<file path="src/rtl/calc1_port_responder.sv">
// calc1_port_responder: single-port calc1 execution engine; CALC1_DROP_CNT_EN adds a saturating dropped-command counter
module calc1_port_responder #(
    parameter int EXEC_CYCLES = 3,
    parameter int SHIFT_BITS  = 5
) (
    input  logic        c_clk,
    input  logic        reset,
    input  logic [0:3]  req_cmd_in,
    input  logic [0:31] req_data_in,
    output logic [0:1]  out_resp,
    output logic [0:31] out_data,
    output logic        busy
`ifdef CALC1_DROP_CNT_EN
    ,
    output logic [0:7]  drop_cnt
`endif
);
    typedef enum logic [1:0] {IDLE, OP2, EXEC, RESP} state_t;
    state_t state;
    logic [0:3] cmd;
    logic [0:3] cnt;
    logic [0:31] op1;
    logic [0:31] op2;
    logic [0:32] sum;
    logic [0:SHIFT_BITS-1] amt;
    logic [0:1] res_resp;
    logic [0:31] res_data;
    assign busy = state != IDLE;
    always_comb begin
        sum = {1'b0, op1} + {1'b0, op2};
        amt = op2[32-SHIFT_BITS:31];
        res_resp = 2'd2;
        res_data = '0;
        case (cmd)
            4'd1: if (!sum[0]) {res_resp, res_data} = {2'd1, sum[1:32]};
            4'd2: if (op1 >= op2) {res_resp, res_data} = {2'd1, op1 - op2};
            4'd5: {res_resp, res_data} = {2'd1, op1 << amt};
            4'd6: {res_resp, res_data} = {2'd1, op1 >> amt};
            default: ;
        endcase
    end
    always_ff @(posedge c_clk) begin
        if (!reset) begin
            state <= IDLE;
            cmd <= '0;
            cnt <= '0;
            op1 <= '0;
            op2 <= '0;
            out_resp <= '0;
            out_data <= '0;
        end else begin
            out_resp <= '0;
            out_data <= '0;
            case (state)
                IDLE: if (req_cmd_in != 4'd0) begin
                    cmd <= req_cmd_in;
                    op1 <= req_data_in;
                    state <= OP2;
                end
                OP2: begin
                    op2 <= req_data_in;
                    cnt <= 4'(EXEC_CYCLES - 1);
                    state <= EXEC;
                end
                EXEC: if (cnt == 4'd0) begin
                    out_resp <= res_resp;
                    out_data <= res_data;
                    state <= RESP;
                end else begin
                    cnt <= cnt - 4'd1;
                end
                default: state <= IDLE;
            endcase
        end
    end
`ifdef CALC1_DROP_CNT_EN
    always_ff @(posedge c_clk) begin
        if (!reset)
            drop_cnt <= '0;
        else if (busy && state != OP2 && req_cmd_in != 4'd0 && drop_cnt != 8'hFF)
            drop_cnt <= drop_cnt + 8'd1;
    end
`endif
endmodule

</file>
<file path="config.mk">
export PLATFORM = sky130hd
export DESIGN_NAME = calc1_port_responder
export DESIGN_NICKNAME = d
export VERILOG_FILES = /design/src/rtl/calc1_port_responder.sv
export SDC_FILE = /design/constraint.sdc
export NUM_CORES = 1
export LEC_CHECK = 0
export ABC_AREA = 1
export CAP_MARGIN = 40
export CORE_ASPECT_RATIO = 1.2
export CORE_MARGIN = 3
export CORE_UTILIZATION = 50
export DETAILED_ROUTE_END_ITERATION = 7
export GPL_TIMING_DRIVEN = 0
export HOLD_SLACK_MARGIN = 0.02
export PLACE_DENSITY = 0.69
export SLEW_MARGIN = 20
export SYNTH_ARGS = -nofsm -noshare
export SYNTH_HDL_FRONTEND = slang
export SYNTH_SLANG_ARGS = --single-unit
</file>
<file path="constraint.sdc">
create_clock -name c_clk -period 3.3 [get_ports c_clk]
set_input_delay 0.66 -clock c_clk [delete_from_list [all_inputs] [get_ports c_clk]]
set_output_delay 0.66 -clock c_clk [all_outputs]
set_load 0.03 [all_outputs]
</file>
==> qor.txt <==
outcome: complete, no violations
grt met1 use: 56.3%
Post-Syn Nets: 2492
Syn Inst Count: 2382
commonest non-fill, non-tap cell in the layout: nand2_1
FF/Latch Area: 2160 um^2
flops & latches, synth: 108
commonest cells after routing, fill and taps aside: nand2_1 (810), inv_1 (332), nand3_1 (280), nor2_1 (278), a21oi_1 (118)
vias after detailed routing: 16420
synthesized area: 12600 um^2
1st-pass router iterations: 7
first-pass GRT wire length: 88.3 mm
worst skew pair latency: 0.37 ns
Die ar.: 27100 um^2
GRT Total Usage: 43.0%
grt total ovfl: 0
Multi-input gate area: 8640 um^2
Placed Cells incl. Taps: 2774
YS warnings: 0
Avg Cell Area, Syn: 5.27 um^2
Hold Path Class: reg -> reg
Root Buffer: clkbuf_16
Initial Utilization: 51.6%
critical path data required time: 3.56 ns
Peak supply drop: 606 uV
antenna-violating nets left: 0
layout cells sized above 1: 3.88%
DRT Wirelength: 59.1 mm
DR vias/cell: 5.88
Buffers on Ports: 72
clock skew: 0.0158 ns
Max Clk Rate: 0.312 GHz
PwrDens: 1150 nW/um^2
Lkg Pwr: 0.00767 uW
GR Util met3: 13.4%
Final Max Tran Viols: 0
Slew @ Worst Pin: 0.884 ns
met2 Use GR: 61.8%
Hold-fix buffers, CTS: 0
vias in the first global route: 15007
Arr. time, crit path: 3.47 ns
final setup violation count: 0
CTS Buf Count: 9
Initial DRC Count: 2376
startpoint types: register
# rows: 62
max_slew headroom: 40.7%
clock sinks: 108
period utilization: 97.2%
DP Area: 13700 um^2
CTS H-Tree Depth: 3
Netlist cell types: 38
HPWL after DPL: 47.7 mm
critical-path maximum fanout: 11
post-layout util: 57.7%
critical path type: reg -> reg
Die X: 151 um
Non-Filler Instances: 2792
drt drc: 0
core footprint: 24400 um^2
antenna violations before repair: 0
register area share after synthesis: 17.2%
Hold Vio Cnt, Final: 0
number of diodes: 0
minimum clock period: 3.21 ns
I/O Pins: 73
kind of end point of the critical path: register
nets: 2577
Clock transition at path regs: 0.08 ns
gr busiest metal: met2
fillers: 2636
CTS tree: yes
GPL Wtd Cong: 1.21
clock tree buffer depth: 2
Avg WL per Cell: 21.2 um
die span in y: 180 um
pin count of the biggest net entering global routing: 21
Area Growth Syn to Fin: 11.8%
Finished Cell Area: 14100 um^2
max cap viols: 0
flip-flops by register name, indices dropped and copies added, names as in the netlist:
signal    flops
op2          32
op1          32
out_resp      2
state         2
out_data     32
cnt           4
cmd           4
logic make-up (layout without fill, tap and decap cells):
logic type / after synthesis / in the layout / synth area share (%)
compound gates: 267 / 267 / 11.6
simple gates: 1456 / 1456 / 48.0
mux: 1 / 1 / 0.0797
xor+xnor: 24 / 24 / 1.67
buf+inv: 454 / 544 / 14.2
fa+ha+maj: 72 / 72 / 7.29
flops: 108 / 108 / 17.2
where the power goes:
group          total (uW)  internal [uW]  switching, uW
clock network        1150            558            596
logic               12700           3430           9310
registers            2210           1670            544
total               16100           5650          10400
cells in the mapped netlist (all sizes together):
master | n | area [um^2]
o211a | 1 | 10.0
clkinv | 4 | 15.0
inv | 341 | 1280
nor3 | 17 | 85.1
fa | 2 | 40.0
o21ai | 104 | 521
o211ai | 27 | 203
dfxtp | 108 | 2160
nor2 | 285 | 1090
xor2 | 24 | 210
nand3b | 6 | 45.0
nand4 | 31 | 194
buf | 56 | 282
o21a | 4 | 30.0
and2 | 12 | 75.1
a21o | 1 | 7.51
or2 | 3 | 18.8
ha | 70 | 876
a31oi | 1 | 6.26
and3 | 3 | 18.8
mux2i | 1 | 10.0
clkbuf | 53 | 201
a21oi | 119 | 607
a221oi | 1 | 8.76
nand2 | 816 | 3080
o21bai | 5 | 37.5
nand3 | 283 | 1420
a21boi | 4 | 30.0
area by class of cell:
cell class | count | area share [%]
plain buffers | 107 | 3.45
clock buffers | 10 | 1.70
clock inverters | 6 | 0.463
inverters | 345 | 9.29
multi-input cells | 1820 | 61.5
flip-flops and latches | 108 | 15.4
well taps | 320 | 2.85
repair buffers | 76 | 5.34
path summary, 6_finish.rpt:
check | from | endpoint | slack [ns] | cells past startpoint
worst max-delay path | op2[30] | out_data[2] | 0.09 | 19
worst min-delay path | cnt[3] | cnt[3] | 0.47 | 1
worst max register to register | op2[30] | out_data[2] | 0.09 | 19
worst min register to register | cnt[3] | cnt[3] | 0.47 | 1
what timing repair did:
item / 4_1_cts / 5_1_grt
endpoints found under the hold margin: 0 / 0
setup buffers: 0 / 4
setup endpoints to repair: 32 / 23
pin swaps: 0 / 0
gates resized for setup: 6 / 9
worst max-delay path: stages (launching register included):
cell	delay, ns
dfxtp_2	0.40
buf_4	0.22
clkinvlp_4	0.16
buf_4	0.23
fa_1	0.50
inv_1	0.11
nand2_1	0.07
nand3_2	0.09
nand2_1	0.06
nand2_1	0.12
nand2_1	0.07
nand2_1	0.09
nand2_1	0.09
nand2_1	0.13
nor2_4	0.05
buf_4	0.21
nand3_1	0.18
nand3_1	0.17
nand2_1	0.10
inv_1	0.04
metrics by stage:
step	setup WS, ns	hold slack (ns)	TNS [ns]	total power [uW]
6_report	0.0909	0.467	0	16100
5_1_grt	-0.00266	0.487	-0.00266	17200
4_1_cts	0.0345	0.466	0	15300
3_5_place_dp	-0.369	0.453	-5.26	14100
3_3_place_gp	-0.374	0.445	-5.24	14000
2_1_floorplan	0.791	0.426	0	10100
per-layer routing:
layer / up-vias / wire length (um)
met5: - / 0
met4: 0 / 4490
met3: 227 / 8520
met2: 1214 / 23700
met1: 7351 / 22400
li1: 7628 / -
(Power assumes the default switching activity.)
